[src/rtl/reset_sequencer_if.sv]
// reset_sequencer_if: lock/request inputs and staged reset outputs of the reset sequencer.
interface reset_sequencer_if #(
    parameter int STAGES = 3
);
    logic              locked;
    logic              req_reset;
    logic [STAGES-1:0] rst_out;
    logic              done;
    logic              lock_err;
    modport master (output locked, req_reset, input rst_out, done, lock_err);
    modport slave  (input locked, req_reset, output rst_out, done, lock_err);
endinterface

[src/rtl/reset_sequencer.sv]
// reset_sequencer: ordered release of STAGES resets after hold time and lock.
// Optional lock watchdog enabled by defining RESET_SEQ_WDT_EN.
module reset_sequencer #(
    parameter int STAGES      = 3,
    parameter int HOLD_CYCLES = 16,
    parameter int STEP_CYCLES = 8,
    parameter int WDT_CYCLES  = 1024
) (
    input logic              clk,
    input logic              rst,
    reset_sequencer_if.slave bus
);
    localparam int HS   = HOLD_CYCLES > STEP_CYCLES ? HOLD_CYCLES : STEP_CYCLES;
    localparam int MAXC = HS > WDT_CYCLES ? HS : WDT_CYCLES;
    localparam int CW   = $clog2(MAXC + 1);
    localparam int IW   = $clog2(STAGES + 1);
    typedef enum logic [1:0] {HOLD, WAIT_LOCK, RELEASE, RUN} state_t;
    state_t            state_q;
    logic [CW-1:0]     cnt_q;
    logic [IW-1:0]     idx_q;
    logic [STAGES-1:0] rst_out_q;
    logic              done_q;
    logic              sync1_q;
    logic              lock_s_q;
    logic              restart;
    // Lock loss only matters once release has begun; WAIT_LOCK just keeps waiting.
    assign restart = (bus.req_reset && state_q != HOLD) ||
                     (!lock_s_q && (state_q == RELEASE || state_q == RUN));
    assign bus.rst_out = rst_out_q;
    assign bus.done    = done_q;
`ifdef RESET_SEQ_WDT_EN
    logic [CW-1:0] wdt_q;
    logic          lock_err_q;
    assign bus.lock_err = lock_err_q;
`else
    assign bus.lock_err = 1'b0;
`endif
    always_ff @(posedge clk or posedge rst) begin
        if (rst) begin
            state_q    <= HOLD;
            cnt_q      <= '0;
            idx_q      <= '0;
            rst_out_q  <= '1;
            done_q     <= 1'b0;
            sync1_q    <= 1'b0;
            lock_s_q   <= 1'b0;
`ifdef RESET_SEQ_WDT_EN
            wdt_q      <= '0;
            lock_err_q <= 1'b0;
`endif
        end else begin
            sync1_q  <= bus.locked;
            lock_s_q <= sync1_q;
            if (restart) begin
                state_q   <= HOLD;
                cnt_q     <= '0;
                idx_q     <= '0;
                rst_out_q <= '1;
                done_q    <= 1'b0;
`ifdef RESET_SEQ_WDT_EN
                wdt_q     <= '0;
`endif
            end else begin
                case (state_q)
                    HOLD: begin
                        if (bus.req_reset) begin
                            cnt_q <= '0;
                        end else if (cnt_q == CW'(HOLD_CYCLES - 1)) begin
                            cnt_q   <= '0;
                            state_q <= WAIT_LOCK;
`ifdef RESET_SEQ_WDT_EN
                            wdt_q   <= '0;
`endif
                        end else begin
                            cnt_q <= cnt_q + 1'b1;
                        end
                    end
                    WAIT_LOCK: begin
                        if (lock_s_q) begin
                            state_q <= RELEASE;
                            cnt_q   <= '0;
                            idx_q   <= '0;
`ifdef RESET_SEQ_WDT_EN
                        end else if (wdt_q == CW'(WDT_CYCLES - 1)) begin
                            lock_err_q <= 1'b1;
                            state_q    <= HOLD;
                            cnt_q      <= '0;
                        end else begin
                            wdt_q <= wdt_q + 1'b1;
`endif
                        end
                    end
                    RELEASE: begin
                        if (cnt_q == CW'(STEP_CYCLES - 1)) begin
                            rst_out_q[idx_q] <= 1'b0;
                            cnt_q            <= '0;
                            idx_q            <= idx_q + 1'b1;
                            if (idx_q == IW'(STAGES - 1)) begin
                                state_q <= RUN;
                                done_q  <= 1'b1;
                            end
                        end else begin
                            cnt_q <= cnt_q + 1'b1;
                        end
                    end
                    default: ;
                endcase
            end
        end
    end
endmodule

[src/flat_wrapper.sv]
// flat-port wrapper written by rule: the top's interface ports become plain ports
module reset_sequencer_flat 
#(
    parameter int STAGES      = 3,
    parameter int HOLD_CYCLES = 16,
    parameter int STEP_CYCLES = 8,
    parameter int WDT_CYCLES  = 1024
)
  (clk, rst, bus_locked, bus_req_reset, bus_rst_out, bus_done, bus_lock_err);
  reset_sequencer_if #(.STAGES(STAGES)) bus_i ();
  input logic clk;
  input logic rst;
  input wire logic [$bits(bus_i.locked)-1:0] bus_locked;
  input wire logic [$bits(bus_i.req_reset)-1:0] bus_req_reset;
  output wire logic [$bits(bus_i.rst_out)-1:0] bus_rst_out;
  output wire logic [$bits(bus_i.done)-1:0] bus_done;
  output wire logic [$bits(bus_i.lock_err)-1:0] bus_lock_err;
  assign bus_i.locked = bus_locked;
  assign bus_i.req_reset = bus_req_reset;
  assign bus_rst_out = bus_i.rst_out;
  assign bus_done = bus_i.done;
  assign bus_lock_err = bus_i.lock_err;
  reset_sequencer #(.STAGES(STAGES), .HOLD_CYCLES(HOLD_CYCLES), .STEP_CYCLES(STEP_CYCLES), .WDT_CYCLES(WDT_CYCLES)) u_core (.clk(clk), .rst(rst), .bus(bus_i));
endmodule
[config.mk]
export PLATFORM = sky130hd
export DESIGN_NAME = reset_sequencer_flat
export DESIGN_NICKNAME = d
export VERILOG_FILES = /design/src/rtl/reset_sequencer_if.sv /design/src/rtl/reset_sequencer.sv /design/src/flat_wrapper.sv
export SDC_FILE = /design/constraint.sdc
export NUM_CORES = 1
export LEC_CHECK = 0
export ABC_AREA = 1
export BUFFER_PORTS_ARGS = -buffer_cell sky130_fd_sc_hd__buf_2
export CELL_PAD_IN_SITES_DETAIL_PLACEMENT = 0
export CELL_PAD_IN_SITES_GLOBAL_PLACEMENT = 1
export CORE_MARGIN = 2
export CORE_UTILIZATION = 39
export DETAILED_ROUTE_END_ITERATION = 12
export GPL_TIMING_DRIVEN = 0
export PLACE_DENSITY = 0.85
export SETUP_SLACK_MARGIN = 0.5
export SLEW_MARGIN = 0
export SYNTH_ARGS = -nofsm -noshare
export SYNTH_HDL_FRONTEND = slang
export SYNTH_SLANG_ARGS = --single-unit
[constraint.sdc]
create_clock -name clk -period 1.6 [get_ports clk]
set_clock_uncertainty 0.1 [all_clocks]
set_input_delay 0.16 -clock clk [delete_from_list [all_inputs] [get_ports clk]]
set_output_delay 0.16 -clock clk [all_outputs]
set_load 0.005 [all_outputs]
==> out/results.ini, run 1 <==
[layout]
final_cell_mix=nand2_1 (50), inv_1 (26), dfrtp_1 (16)
final_util_pct=54.35
area_growth_pct=31.98
diodes=0
layout_commonest_cell=nand2_1
nets=227
layout-drive-gt1-share_pct=39.44

[floorplan]
core_area_sq_um=3363
die_w_um=63.60
rows=21
pin_count=9
die_y_um=63.60
initial_core_util_pct=41.18
die_area_sq_um=4044

[timing]
slew_headroom_pct=46.40
fin_ws_ns=-0.1519
setup_viol=14
min_period_over_period_pct=109.5
rsz0062_at_grt=true
slew_violations=0
max_freq_mhz=570.8
finalCriticalPeriod_ns=1.752
timing.hold.ws_ns=-0.1150
finalHoldViolCount=18
tightest_slew_ns=0.8031

[logic_synthesis]
synth-async-reset-ratio_pct=100.0
syn_nets=201
ys_seq_elements=21
avgSynthCellArea_sq_um=7.367
yosys_warnings=0
syn-instance-count=188
synthFlopType=dfrtp_1
synth_edf_count=0
synth_area_sq_um=1385
synth.distinct_cells=27
ys_seq_area_share_pct=38.21

[critical_path]
cp_slowest_cell=dfrtp_2
critPathArrivalTime_ns=1.87
worstPathCellList=inv_4 > ha_4 > nor2_4 > nor2_4 > nor2_4 > nand2_4 > clkbuf_16 > nand3b_1 > nand2_1 > nand2_1 > inv_1
worstReg2RegEnd=u_core.cnt_q[9]$_DFFE_PP0P_
worstSetupEndpointType=register
cpMostUsedCell=nor2_4
r2r_start=u_core.state_q[0]$_DFFE_PP0P_
cp_slowest_stage_delay_ns=0.46
crit_start=u_core.state_q[0]$_DFFE_PP0P_
crit_type=reg -> reg
cp_max_fo=7
ff2ff_setup_slack_ns=-0.15
cp-start-kind=register
ff2ff_path_depth=11
crit_required_ns=1.72

[pwr]
leakagePower_nw=0.9107
p_per_area_nw_per_um2=1497
irDropWorstVdd_uv=608.4

[detailed_routing]
vias_per_cell=4.459
vias=1155
final_antenna_net_count=0
post_drt_wl_per_cell_um=10.57
wirelength_um=2738
drcViolationCount=0
drt_first_pass_iters=4
drt_iter0_drc=22

[global_routing]
overflow=0
grt_max_degree=22
grt_use_total_pct=15.05
grt_first_pass_wirelength_um=4857
grt_pass1_vias=1105
antenna_found_initial=0

[place]
io_buffer_count=7
post-dp-hpwl_um=1880
place.gp.congestion=0.7371

[outcome]
outcome=finished, violations left
violations=negative hold slack, negative setup slack

[clock_network]
clk-insertion-delay-late_ns=0.30
clock-root-buffer=clkbuf_4
cts_tree=done
cts_buffers=3
clock_sinks=21
clk_pin_slew_ns=0.12
cts_hold_buf=1
htreeDepth=1
clock_path_buffers=2

[hold_path]
min_path_type=in -> async

[job]
maxCapViolations=0

-- layer usage --
metal	track usage (%)	up-vias	part of all wire, %
met5	0	-	0
met4	3.261	0	1.1
met3	2.679	5	2.5
met2	26.97	18	48
met1	18.74	513	48
li1	-	619	-
-- state kept, by name, indices dropped and copies added (netlist names) --
signal              cells
u_core.bus.done         1
u_core.bus.rst_out      3
u_core.cnt_q           11
u_core.idx_q            2
u_core.lock_s_q         1
u_core.state_q          2
u_core.sync1_q          1
-- metrics by stage --
step                area [sq um]   TNS [ns]  worst slack, ns  power [W]  instances
floorplan                   1435  -0.009335        -0.009335   0.001619        188
global placement            1528     -1.710          -0.1811   0.001840        241
detailed placement          1528     -1.941          -0.2029   0.001848        241
CTS                         1645     -1.279          -0.1267   0.002343        250
global route                1828     -3.003          -0.2616   0.002959        259
finish                      1828     -1.332          -0.1519   0.002736        259
-- repair_timing --
| action | 4_1_cts | 5_1_grt |
|---|---|---|
| endpoints found under the hold margin | 19 | 18 |
| buffers inserted | 3 | 8 |
| gates cloned | 1 | 1 |
| gates resized for setup | 12 | 26 |
| setup endpoints to repair | 22 | 23 |
| pin swaps | 4 | 11 |
-- kinds of logic (layout without fill, tap and decap cells) --
kind of cell	after synthesis	after routing	synth area share (%)
simple gates	109	110	37.22
buf+inv	34	58	10.03
compound gates	13	13	5.510
flops	21	21	38.21
fa+ha+maj	9	9	8.130
xor+xnor	1	1	0.6325
other cells	1	1	0.2707
-- layout make-up --
cell class | instances | area (sq um)
clock buffer | 4 | 26.28
tap | 46 | 57.56
fill | 330 | 1535
sequential | 21 | 531.8
timing repair buffer | 20 | 163.9
inverter | 32 | 122.6
multi-input combinational | 134 | 903.4
buffer | 2 | 22.52
-- critical path: cells and delay by family (launching register included) --
kind	cells	cell delay, ns
DFF	1	0.46
adders and majority gates	1	0.19
and+or+nand+nor	7	0.63
buffers and inverters	3	0.27
-- report_power, final --
part | switching (W) | total [W] | internal [W]
Sequential | 0.0000803 | 0.000684 | 0.000604
Combinational | 0.00101 | 0.00179 | 0.000785
Clock | 0.000163 | 0.000260 | 0.0000973
-- worst max path at each step --
stage	slack, ns	to	cells after the start
after floorplan	-0.009	u_core.cnt_q[9]$_DFFE_PP0P_	10
final	-0.15	u_core.cnt_q[9]$_DFFE_PP0P_	11
after CTS	-0.13	u_core.cnt_q[8]$_DFFE_PP0P_	8
after global placement	-0.18	u_core.cnt_q[8]$_DFFE_PP0P_	10
after detailed placement	-0.20	u_core.cnt_q[8]$_DFFE_PP0P_	10
after global routing	-0.26	u_core.cnt_q[10]$_DFFE_PP0P_	12
-- cell usage after synthesis, types with 3 or more instances --
master	n	share of area (%)
nand2_1	61	17
inv_1	29	7.9
nor2_1	19	5.1
dfrtp_1	18	33
nand3_1	11	4.0
ha_1	9	8.1
nor2_2	5	2.3
o21ai_1	5	1.8
dfstp_2	3	5.7
inv_2	3	0.81
nor2_4	3	2.4
o21bai_1	3	1.6
No activity file was read; power rests on OpenSTA's default activity.
==> run 2: changes to the inputs <==
--- a/config.mk
+++ b/config.mk
@@ -14,6 +14,7 @@
 export DETAILED_ROUTE_END_ITERATION = 12
 export GPL_TIMING_DRIVEN = 0
 export PLACE_DENSITY = 0.85
+export REMOVE_ABC_BUFFERS = 1
 export SETUP_SLACK_MARGIN = 0.5
 export SLEW_MARGIN = 0
 export SYNTH_ARGS = -nofsm -noshare
==> out/results.ini, run 2 (synthesized netlist as in run 1, its figures left out) <==
[timing]
tightest_slew_ns=0.7787  ; -0.02435 ns
max_freq_mhz=570.2  ; -0.10%
finalHoldViolCount=18  ; unchanged
slew_headroom_pct=48.03  ; +1.6 points
min_period_over_period_pct=109.6  ; +0.11 points
fin_ws_ns=-0.1536  ; -0.001766 ns
fin_setup_tns_ns=-1.497  ; -0.1644 ns
finalCriticalPeriod_ns=1.754  ; +0.001766 ns
timing.hold.ws_ns=-0.1263  ; -0.01124 ns
slew_violations=0  ; unchanged
setup_viol=17  ; +3
rsz0062_at_grt=true

[pwr]
leakagePower_nw=0.9298  ; +2.1%
p_per_area_nw_per_um2=1546  ; +3.3%
irDropWorstVdd_uv=663.4  ; +9.1%

[critical_path]
cp_slowest_cell=dfrtp_2
path_buf_inv=2  ; -1
crit_required_ns=1.70  ; -0.02 ns
crit_start=u_core.state_q[0]$_DFFE_PP0P_
crit_type=reg -> reg
cp-start-kind=register
cp_slowest_stage_delay_ns=0.48  ; +0.02 ns
critPathArrivalTime_ns=1.86  ; about the same
r2r_start=u_core.state_q[0]$_DFFE_PP0P_
worstPathCellList=inv_4 > ha_4 > nor2_4 > nor2_4 > nor2_4 > buf_12 > nand2_8 > nand2_2 > o21ai_2 > nand2_1
cpMostUsedCell=nor2_4
critical_path.top_delay_family=simple AND/OR/NAND/NOR gates
cp_max_fo=8  ; +1
worstSetupEndpointType=register

[clock_network]
cts_tree=done
clock_sinks=21  ; unchanged
clk_pin_slew_ns=0.12  ; about the same
clock_path_buffers=2  ; unchanged
clock-root-buffer=clkbuf_4
clk-insertion-delay-late_ns=0.30  ; about the same
cts_hold_buf=1  ; unchanged
htreeDepth=1  ; unchanged
cts_buffers=3  ; unchanged

[layout]
final_cell_mix=nand2_1 (49), inv_1 (25), dfrtp_1 (15)
fillers=314  ; -4.8%
largest_register=u_core.cnt_q
post-route-cell-area_sq_um=1934  ; +5.8%
area_growth_pct=39.66
layout_commonest_cell=nand2_1
layout.cells.non_filler=262  ; +1.2%
nets=230  ; +1.3%
largest_reg_flops=11  ; unchanged
regArea_sq_um=533.0  ; +0.24%
layout-drive-gt1-share_pct=42.59  ; +3.2 points
multiInputGateArea_sq_um=987.2  ; +9.3%
diodes=0  ; unchanged

[global_routing]
grt_busiest_layer=met2
grt_max_degree=22  ; unchanged
overflow=0  ; unchanged
met3_usage_pct=3.214  ; +0.54 points
grt_first_pass_wirelength_um=5478  ; +13%
grtUsageMet1_pct=21.34  ; +2.6 points
grt_use_total_pct=16.76  ; +1.7 points
grt_pass1_vias=1266  ; +15%
grtUsageMet2_pct=28.82  ; +1.8 points
antenna_found_initial=0  ; unchanged

[place]
dp_slack_ns=-0.2617  ; -0.05881 ns
post-dp-hpwl_um=1783  ; -5.2%
place_inst=239  ; -0.83%
placed_area_sq_um=1459  ; -4.5%
place.gp.congestion=0.7482  ; +1.5%
io_buffer_count=7  ; unchanged

[detailed_routing]
vias_per_cell=4.721  ; +5.9%
drcViolationCount=0  ; unchanged
drt_first_pass_iters=4  ; unchanged
final_antenna_net_count=0  ; unchanged
vias=1237  ; +7.1%
drt_iter0_drc=75  ; +240%
post_drt_wl_per_cell_um=11.76  ; +11%
wirelength_um=3080  ; +12%

[hold_path]
min_path_type=in -> async

[floorplan]
die_area_sq_um=4044  ; unchanged
rows=21  ; unchanged
die_y_um=63.60  ; unchanged
pin_count=9  ; unchanged
die_w_um=63.60  ; unchanged
core_area_sq_um=3363  ; unchanged
initial_core_util_pct=41.18  ; unchanged

[outcome]
outcome=finished, violations left
violations=negative hold slack, negative setup slack

[job]
maxCapViolations=0  ; unchanged

-- run 2: cell types whose count changed in the layout (fill, tap and decap cells not counted), sizes merged --
| cell | delta |
|---|---|
| buf | +3 |
| nand2 | +1 |
| clkbuf | -1 |
-- run 2: per-stage QoR --
stage	total power (W)	util, %
floorplan	0.001497	-
global placement	0.001700	43.38
global route	0.003223	57.51
finish	0.002991	57.51
detailed placement	0.001715	43.38
CTS	0.002690	52.42
-- run 2: cell type report --
class | instances | area share [%]
clock buffers | 4 | 1.358
inverters | 32 | 6.598
multi-input cells | 135 | 51.03
flip-flops and latches | 21 | 27.55
well taps | 46 | 2.975
repair buffers | 24 | 10.48
-- run 2: timing repair --
| action | CTS | global route |
|---|---|---|
| resized for setup | 39 | 31 |
| setup endpoints to repair | 22 | 23 |
| gates cloned | 2 | 0 |
| pin swaps | 15 | 20 |
| buffers inserted | 11 | 5 |
| hold endpoints to repair | 19 | 18 |
-- run 2: worst paths after layout --
path / cells after the start / endpoint / slack [ns]
max in group asynchronous: 2 / u_core.state_q[0]$_DFFE_PP0P_ / 0.99
max reg2reg: 10 / u_core.state_q[1]$_DFFE_PP0P_ / -0.15
max: 10 / u_core.state_q[1]$_DFFE_PP0P_ / -0.15
min reg2reg: 0 / u_core.lock_s_q$_DFF_PP0_ / 0.27
min: 2 / u_core.cnt_q[7]$_DFFE_PP0P_ / -0.13
min in group clk: 6 / u_core.cnt_q[0]$_DFFE_PP0P_ / 0.27
-- run 2: worst reg2reg max path, stage by stage (launching register included) --
cell	delay, ns
dfrtp_2	0.48
inv_4	0.10
ha_4	0.18
nor2_4	0.05
nor2_4	0.11
nor2_4	0.05
buf_12	0.14
nand2_8	0.11
nand2_2	0.10
o21ai_2	0.16
nand2_1	0.07
-- run 2: layer usage --
| metal | up-vias | share of wire [%] |
|---|---|---|
| met5 | - | 0 |
| met4 | 0 | 0.94 |
| met3 | 4 | 3.3 |
| met2 | 20 | 51 |
| met1 | 582 | 44 |
| li1 | 631 | - |
-- run 2: power breakdown --
part | internal (W) | switching [W] | total, W
registers | 0.000605 | 0.000106 | 0.000712
logic | 0.000859 | 0.00116 | 0.00202
clock network | 0.0000972 | 0.000165 | 0.000262
total | 0.00156 | 0.00143 | 0.00299
